<file path="src/rtl/score_controller.sv">
// -----------------------------------------------------------------------------
// score_controller
//
// Match sequencer for a two-player paddle game. It tracks both scores, asks the
// ball logic to serve, enables play, freezes the field for HOLD_CYCLES after
// every point, and declares a winner once a player reaches WIN_SCORE.
//
// Parameters
//   WIN_SCORE    points needed to win (1..15)
//   HOLD_CYCLES  freeze length after each point, in clock cycles (>= 1)
//
// Ports
//   clk          system clock, rising edge
//   resetn       asynchronous active-low reset
//   start        level, request a new match (honoured in IDLE and OVER only)
//   point_p1     one-cycle pulse, player 1 scored (honoured in PLAY only)
//   point_p2     one-cycle pulse, player 2 scored (honoured in PLAY only)
//   serve_ack    ball logic accepted the serve request
//   score1       player 1 score, binary 0..15
//   score2       player 2 score, binary 0..15
//   serve_req    serve request, high for the whole SERVE state
//   serve_dir    0 = serve toward player 1, 1 = toward player 2
//   play_en      high only in PLAY
//   game_over    high only in OVER
//   winner       00 none, 01 player 1, 10 player 2
//   dbg_state_o  current FSM state, for observation only
//
// Serve handshake: serve_req is asserted for every cycle spent in SERVE. A
// serve_ack sampled high on a rising edge while serve_req is high completes
// the transfer; the FSM is in PLAY after that edge and serve_req is low.
// -----------------------------------------------------------------------------
module score_controller #(
    parameter int WIN_SCORE   = 11,
    parameter int HOLD_CYCLES = 50_000_000
) (
    input  logic       clk,
    input  logic       resetn,
    input  logic       start,
    input  logic       point_p1,
    input  logic       point_p2,
    input  logic       serve_ack,
    output logic [4:0] score1,
    output logic [4:0] score2,
    output logic       serve_req,
    output logic       serve_dir,
    output logic       play_en,
    output logic       game_over,
    output logic [1:0] winner,
    output logic [2:0] dbg_state_o
);

    // Counter only has to hold HOLD_CYCLES-1.
    localparam int              CW        = (HOLD_CYCLES > 1) ? $clog2(HOLD_CYCLES) : 1;
    localparam logic [CW-1:0]   HOLD_LOAD = CW'(HOLD_CYCLES - 1);
    localparam logic [4:0]      SCORE_MAX = 5'd15;
    localparam logic [4:0]      WIN_VAL   = 5'(WIN_SCORE);

    typedef enum logic [2:0] {
        S_IDLE  = 3'd0,
        S_SERVE = 3'd1,
        S_PLAY  = 3'd2,
        S_HOLD  = 3'd3,
        S_OVER  = 3'd4
    } state_e;

    state_e          state_q, state_d;
    logic [4:0]      score1_q, score1_d;
    logic [4:0]      score2_q, score2_d;
    logic            serve_dir_q, serve_dir_d;
    logic [1:0]      winner_q, winner_d;
    logic [CW-1:0]   hold_cnt_q, hold_cnt_d;
    // Who scored the point currently being held: 0 = player 1, 1 = player 2.
    logic            scorer_q, scorer_d;

    function automatic logic [4:0] sat_inc(input logic [4:0] v);
        return (v >= SCORE_MAX) ? v : v + 5'd1;
    endfunction

    always_comb begin
        state_d     = state_q;
        score1_d    = score1_q;
        score2_d    = score2_q;
        serve_dir_d = serve_dir_q;
        winner_d    = winner_q;
        hold_cnt_d  = hold_cnt_q;
        scorer_d    = scorer_q;

        case (state_q)
            S_IDLE, S_OVER: begin
                if (start) begin
                    state_d     = S_SERVE;
                    score1_d    = 5'd0;
                    score2_d    = 5'd0;
                    winner_d    = 2'b00;
                    serve_dir_d = 1'b0;
                end
            end

            S_SERVE: begin
                if (serve_ack) begin
                    state_d = S_PLAY;
                end
            end

            S_PLAY: begin
                // Simultaneous pulses are a glitch and change nothing.
                if (point_p1 && !point_p2) begin
                    score1_d    = sat_inc(score1_q);
                    serve_dir_d = 1'b1;
                    scorer_d    = 1'b0;
                    hold_cnt_d  = HOLD_LOAD;
                    state_d     = S_HOLD;
                end else if (point_p2 && !point_p1) begin
                    score2_d    = sat_inc(score2_q);
                    serve_dir_d = 1'b0;
                    scorer_d    = 1'b1;
                    hold_cnt_d  = HOLD_LOAD;
                    state_d     = S_HOLD;
                end
            end

            S_HOLD: begin
                if (hold_cnt_q == CW'(0)) begin
                    // Scores were already updated on HOLD entry.
                    if ((scorer_q ? score2_q : score1_q) == WIN_VAL) begin
                        state_d  = S_OVER;
                        winner_d = scorer_q ? 2'b10 : 2'b01;
                    end else begin
                        state_d = S_SERVE;
                    end
                end else begin
                    hold_cnt_d = hold_cnt_q - CW'(1);
                end
            end

            default: begin
                state_d = S_IDLE;
            end
        endcase
    end

    always_ff @(posedge clk or negedge resetn) begin
        if (!resetn) begin
            state_q     <= S_IDLE;
            score1_q    <= 5'd0;
            score2_q    <= 5'd0;
            serve_dir_q <= 1'b0;
            winner_q    <= 2'b00;
            hold_cnt_q  <= '0;
            scorer_q    <= 1'b0;
        end else begin
            state_q     <= state_d;
            score1_q    <= score1_d;
            score2_q    <= score2_d;
            serve_dir_q <= serve_dir_d;
            winner_q    <= winner_d;
            hold_cnt_q  <= hold_cnt_d;
            scorer_q    <= scorer_d;
        end
    end

    assign score1      = score1_q;
    assign score2      = score2_q;
    assign serve_dir   = serve_dir_q;
    assign winner      = winner_q;
    assign serve_req   = (state_q == S_SERVE);
    assign play_en     = (state_q == S_PLAY);
    assign game_over   = (state_q == S_OVER);
    assign dbg_state_o = state_q;

endmodule
</file>
<file path="config.mk">
export PLATFORM = sky130hd
export DESIGN_NAME = score_controller
export DESIGN_NICKNAME = d
export VERILOG_FILES = /design/src/rtl/score_controller.sv
export SDC_FILE = /design/constraint.sdc
export NUM_CORES = 1
export LEC_CHECK = 0
export BUFFER_PORTS_ARGS = -buffer_cell sky130_fd_sc_hd__clkbuf_2
export CELL_PAD_IN_SITES_DETAIL_PLACEMENT = 1
export CELL_PAD_IN_SITES_GLOBAL_PLACEMENT = 1
export CORE_MARGIN = 10
export CORE_UTILIZATION = 45
export CTS_BUF_LIST = sky130_fd_sc_hd__clkbuf_16
export CTS_CLUSTER_SIZE = 20
export DETAILED_ROUTE_END_ITERATION = 7
export HOLD_SLACK_MARGIN = 0.12
export PLACE_DENSITY_LB_ADDON = 0.3
export SLEW_MARGIN = 20
export SYNTH_ARGS = -nofsm -noshare
export SYNTH_HDL_FRONTEND = slang
export SYNTH_SLANG_ARGS = --single-unit
</file>
<file path="constraint.sdc">
create_clock -name clk -period 3.04 [get_ports clk]
set_input_delay 0.304 -clock clk [delete_from_list [all_inputs] [get_ports clk]]
set_output_delay 0.304 -clock clk [all_outputs]
set_load 0.05 [all_outputs]
</file>
==> metrics.txt, run 1 <==
status=finished clean; Synth top area share=0.435; CORE AREA=5240 sq um; CP Capture Type=register; DR WL/cell=19.6 um; arrival time at the worst endpoint=between 2 and 3 ns; leakage=between 1 and 1.5 nW; Post-DP Area=between 2000 and 3000 sq um; commonest non-fill, non-tap cell in the layout=dfrtp_1; DRT iter0 DRCs=152; Reg-to-Reg End=hold_cnt_q[24]; hold_sp=serve_ack; Ant. Diodes=0; CTS HTree Levels=2; drt via density=~6; r2r worst-path depth=6; worst vdd ir=421 uV; period utilisation layout=0.895; FP Rows=26; largest net degree at the start of global routing=25; area leader, netlist=dfrtp_1; hpwl dp=approximately 5100 um; Hold Buf Count CTS=1; final setup skew=0.00400 ns; DRC=0; Hold Vio Cnt, Final=0; Max Freq=roughly 370 MHz; asr flop ratio synth=1.00; drt first pass iters=4; Die ar.=8870 sq um; Crit Path Class=reg2reg; # setup viols final=0; Comb pwr share=0.325; total CTS buffers=5; Die Y=94.2 um; number of flops mapped to enable cells by yosys=0; Hold Path End=dbg_state_o[1]; Detailed Route WL=between 7000 and 8000 um; commonest cells after routing, fill and taps aside=dfrtp_1 (43), o21ai_0 (28), clkbuf_2 (24), nand2_1 (21), nor2_1 (20); cell mode on critical path=or4_1; Synth Instances=approximately 280; Mean Syn Cell Area=9.00 sq um; sequential area share after synthesis=0.435; post-route ant nets=0; CTS max path bufs=2; yosys warns=0; overall routing resource usage=0.168; P&R area growth vs syn=15.4%; post-cts gate resize count=0; Seq pwr share=0.398; RSZ-0062 raised after global routing=false; Pwr Total=2.18 mW; Int Pwr=1.30 mW; Clk Latency, worst-skew pair=0.28 ns; final instance area=2860 sq um; I/O Pins=25; crit-path cells=inv_1, ha_1, or4b_4, or4_1, or4_1, a21oi_1; layout cells sized above 1=0.143; Hold Path Depth=3; layout net count=314; initial antenna violation count=0; slowest CP cell=or4_1; Synth area leaders=dfrtp_1 (43%), o21ai_0 (5.7%), ha_1 (3.5%); vias in the first global route=2326; Clock power frac=0.277; Post-Route Setup TNS=0 ns; Period minus WS final=between 2 and 3 ns; syn_nets=288; Startpoint Class=register; reg2reg setup slack=0.32 ns; max cap viols=0; crit path max fanout=9; Post-Syn Area=2480 sq um; Post-CTS Setup Bufs=0; Clk Tree Root Cell=clkbuf_16; Initial Utilization=0.473; Net Sw Frac=0.402; max-slew violations=0; max incr delay on CP=0.69 ns; NetSw=approximately 0.88 mW; PortBufs=24; Tightest Hold Check Type=in2reg; Primary FF master, synth=dfrtp_1; CTS tree=yes; Worst-path clk slew=0.06 ns; final hold slack=around 0.32 ns; worst r2r src=hold_cnt_q[0]; slew margin rel.=0.468; Cell variety after synth=51; CP top delay family=simple AND/OR/NAND/NOR gates; Overflow after GRT=0; Crit path buffers/inverters=1; pwr dens=approximately 760 nW/um^2; first-pass GRT wire length=approximately 12000 um; via count=2266; CP required=3.25 ns; FF+latch count, synth=43; Routability Congestion=between 0.7 and 0.8; clock sink total=43; slew of the pin with the lowest slew margin=0.790 ns; Die Wd=between 90 and 100 um
[through the flow]
stage                     cells  worst slack [ns]  utilization
after floorplan             275             0.492            -
after global placement      363             0.433        0.513
after detailed placement    363             0.351        0.513
after CTS                   371             0.327        0.545
after global routing        371             0.192        0.545
final                       371             0.320        0.545
[power groups by stage]
stage	combinational (mW)	clock, mW	sequential, mW
3_5_place_dp	0.702	0	0.874
3_3_place_gp	0.676	0	0.863
5_1_grt	0.782	0.630	0.895
6_report	0.709	0.603	0.867
4_1_cts	0.711	0.610	0.865
2_1_floorplan	0.364	0	0.982
[worst max-delay path by stage]
stage	start	endpoint	slack, ns	cells past startpoint
3_3_place_gp	hold_cnt_q[0]	hold_cnt_q[24]	0.43	6
3_5_place_dp	hold_cnt_q[0]	hold_cnt_q[24]	0.35	6
4_1_cts	hold_cnt_q[0]	hold_cnt_q[24]	0.33	6
6_report	hold_cnt_q[0]	hold_cnt_q[24]	0.32	6
2_1_floorplan	dbg_state_o[1]	score2[2]	0.49	8
5_1_grt	hold_cnt_q[0]	hold_cnt_q[6]	0.19	7
[layout make-up]
cell class / instances / area (sq um)
well taps: 70 / 87.6
flip-flops and latches: 43 / 1080
clock buffers: 5 / 125
fillers: 614 / 2380
clock inverters: 2 / 33.8
inverters: 11 / 41.3
repair buffers: 33 / 190
multi-input cells: 207 / 1300
[worst reg2reg max path: stages (launching register included)]
cell and delay (ns):
dfrtp_1 0.39, inv_1 0.10, ha_1 0.22, or4b_4 0.52, or4_1 0.69, or4_1 0.56
a21oi_1 0.16
[Yosys cell counts, drive strengths merged (7+ instances only)]
cell,n
dfrtp,43
o21ai,28
nand2,21
nor2,20
a21oi,17
clkbuf,11
a31oi,10
inv,10
nor3,10
nand3,9
and3,7
ha,7
[state kept, by name (all words and copies together) (netlist names)]
register and flops:
serve_dir 1, scorer_q 1, score2 5, hold_cnt_q 26, score1 5, winner 2, dbg_state_o 3
[routing by layer]
layer,routed length (um),vias to the layer above,track usage
met1,3460,1145,0.230
met4,42,0,0.0316
met5,0,-,0
li1,-,1085,-
met3,283,4,0.0392
met2,3490,32,0.262
[kinds of logic after synthesis]
group	synth area share
AO/OA/AOI/OAI	0.209
AND/OR/NAND/NOR	0.263
flip-flops	0.435
buffers and inverters	0.0394
adder cells (fa/ha/maj)	0.0354
multiplexers	0.00809
XOR/XNOR	0.0106
(Power assumes the default switching activity.)
==> inputs of run 2 (changes only) <==
- PLACE_DENSITY: unset -> 0.88
- PLACE_DENSITY_LB_ADDON: 0.3 -> unset
- SETUP_SLACK_MARGIN: unset -> 0.02
==> run 2 against run 1 <==
Effect of this change: clock skew grew 0.0060 ns; hold slack gained 0.0088 ns; global-route usage rose by 0.33 points.
==> metrics.txt, run 2 (synthesized netlist as in run 1, its figures left out) <==
crit path max fanout=10 (+1); Hold Vio Cnt, Final=0 (unchanged); first-pass GRT wire length=12300 um (+1.9%); Hold Path End=dbg_state_o[1]; initial antenna violation count=0 (unchanged); DRT iter0 DRCs=119 (-22%); via count=2333 (+3.0%); commonest cells after routing, fill and taps aside=dfrtp_1 (43), o21ai_0 (28), clkbuf_2 (24), nand2_1 (21), nor2_1 (20); worst vdd ir=378 uV (-10%); Post-Route Setup TNS=0 ns (unchanged); CP top delay family=simple AND/OR/NAND/NOR gates; drt first pass iters=4 (unchanged); drt via density=6.25 (+2.4%); Die ar.=8870 sq um (unchanged); pwr dens=728 nW/um^2 (-4.6%); max-slew violations=0 (unchanged); Ant. Diodes=0 (unchanged); slew margin rel.=0.619 (+0.150); Largest register FFs=26 (unchanged); DR WL/cell=19.8 um (+0.79%); layout net count=315 (+0.32%); largest net degree at the start of global routing=26 (+4.0%); DRC=0 (unchanged); CTS HTree Levels=2 (unchanged); CP Capture Type=register; crit-path cells=inv_1, ha_1, or4b_4, nor4b_2, nand3_1, a31oi_1, o21ai_0; total CTS buffers=5 (unchanged); reg2reg setup slack=0.24 ns (-0.08 ns); Overflow after GRT=0 (unchanged); Initial Utilization=0.473 (unchanged); I/O Pins=25 (unchanged); Die Wd=94.2 um (unchanged); Pwr Total=2.08 mW (-4.6%); CTS max path bufs=2 (unchanged); period utilisation layout=0.920 (+0.0248); Clk Tree Root Cell=clkbuf_16; slew of the pin with the lowest slew margin=0.570 ns (-0.220 ns); Max Freq=358 MHz (-2.7%); Detailed Route WL=7370 um (+1.3%); overall routing resource usage=0.171 (+0.00335); Startpoint Class=register; final setup skew=0.0100 ns (+0.00603 ns); Clk Latency, worst-skew pair=0.28 ns (about the same); worst r2r src=hold_cnt_q[0]; CP required=3.19 ns (-0.06 ns); P&R area growth vs syn=15.3% (about the same); CTS tree=yes; leakage=1.17 nW (+0.42%); vias in the first global route=2538 (+9.1%); commonest non-fill, non-tap cell in the layout=dfrtp_1; RSZ-0062 raised after global routing=false; PortBufs=24 (unchanged); Die Y=94.2 um (unchanged); Crit Path Class=reg2reg; r2r worst-path depth=7 (+1); Largest Register=hold_cnt_q; Worst-path clk slew=0.06 ns (about the same); slowest CP cell=nor4b_2; Crit path buffers/inverters=1 (unchanged); FP Rows=26 (unchanged); post-cts gate resize count=0 (unchanged); Hold Path Depth=3 (unchanged); CORE AREA=5240 sq um (unchanged); layout cells sized above 1=0.145 (+0.00236); max cap viols=0 (unchanged); max incr delay on CP=0.54 ns (-0.15 ns); Tightest Hold Check Type=in2reg; hpwl dp=5410 um (+7.1%); post-route ant nets=0 (unchanged); clock sink total=43 (unchanged); arrival time at the worst endpoint=2.95 ns (+0.02 ns); final hold slack=0.328 ns (+0.00885 ns); worst slack, placed=0.325 ns (-0.0266 ns); Period minus WS final=2.80 ns (+0.0754 ns); status=finished clean; PnR worst setup slack=0.245 ns (-0.0754 ns); Reg-to-Reg End=hold_cnt_q[13]; hold_sp=serve_ack; Routability Congestion=0.771 (-2.2%); # setup viols final=0 (unchanged)
run 2: changes by cell type in the layout (fill, tap and decap cells not counted):
cell | before | now
buf_12 | 0 | 1
bufinv_16 | 1 | 0
clkinv_2 | 0 | 1
inv_1 | 11 | 12
run 2: worst reg2reg max path: cells and delay by family, from the launching register on:
family,cells,cell delay (ns)
AOI/OAI and AO/OA,2,0.48
DFF,1,0.38
and+or+nand+nor,3,1.49
buffers and inverters,1,0.10
adders and majority gates,1,0.21
run 2: through the flow:
| step | instances | utilization | cell area [sq um] |
|---|---|---|---|
| after floorplan | 275 | - | 2480 |
| after global placement | 363 | 0.513 | 2690 |
| after detailed placement | 364 | 0.517 | 2710 |
| after CTS | 373 | 0.545 | 2860 |
| after global routing | 373 | 0.545 | 2860 |
| final | 373 | 0.545 | 2860 |
run 2: where the power goes:
group          leakage, nW  switching [mW]  internal [mW]
Sequential           0.493           0.167          0.707
Clock               0.0762           0.213          0.297
Combinational        0.603           0.479          0.215
Total                 1.17           0.860           1.22
run 2: worst max path at each step:
stage | startpoint | to | slack, ns | cells past startpoint
finish | hold_cnt_q[0] | hold_cnt_q[13] | 0.24 | 7
global route | hold_cnt_q[0] | hold_cnt_q[13] | 0.14 | 7
CTS | hold_cnt_q[0] | hold_cnt_q[13] | 0.29 | 7
detailed placement | hold_cnt_q[0] | hold_cnt_q[24] | 0.32 | 6
global placement | hold_cnt_q[0] | hold_cnt_q[24] | 0.45 | 6
floorplan | dbg_state_o[1] | score2[2] | 0.49 | 8
run 2: cell type report:
cell class / instances / area (sq um)
inverters: 11 / 41.3
flip-flops and latches: 43 / 1080
multi-input cells: 207 / 1300
clock buffers: 5 / 125
clock inverters: 3 / 12.5
fillers: 631 / 2380
repair buffers: 34 / 210
well taps: 70 / 87.6
run 2: timing repair:
| action | CTS | global route |
|---|---|---|
| buffers inserted | 0 | 0 |
| hold buffers | 1 | 0 |
| hold endpoints to repair | 18 | 0 |
| setup endpoints to repair | 0 | 0 |
run 2: per-layer routing:
layer / global-route usage / share of wire / vias to the layer above
li1: - / - / 1094
met1: 0.202 / 0.43 / 1165
met2: 0.294 / 0.51 / 51
met3: 0.0344 / 0.035 / 23
met4: 0.0684 / 0.024 / 0
met5: 0 / 0 / -
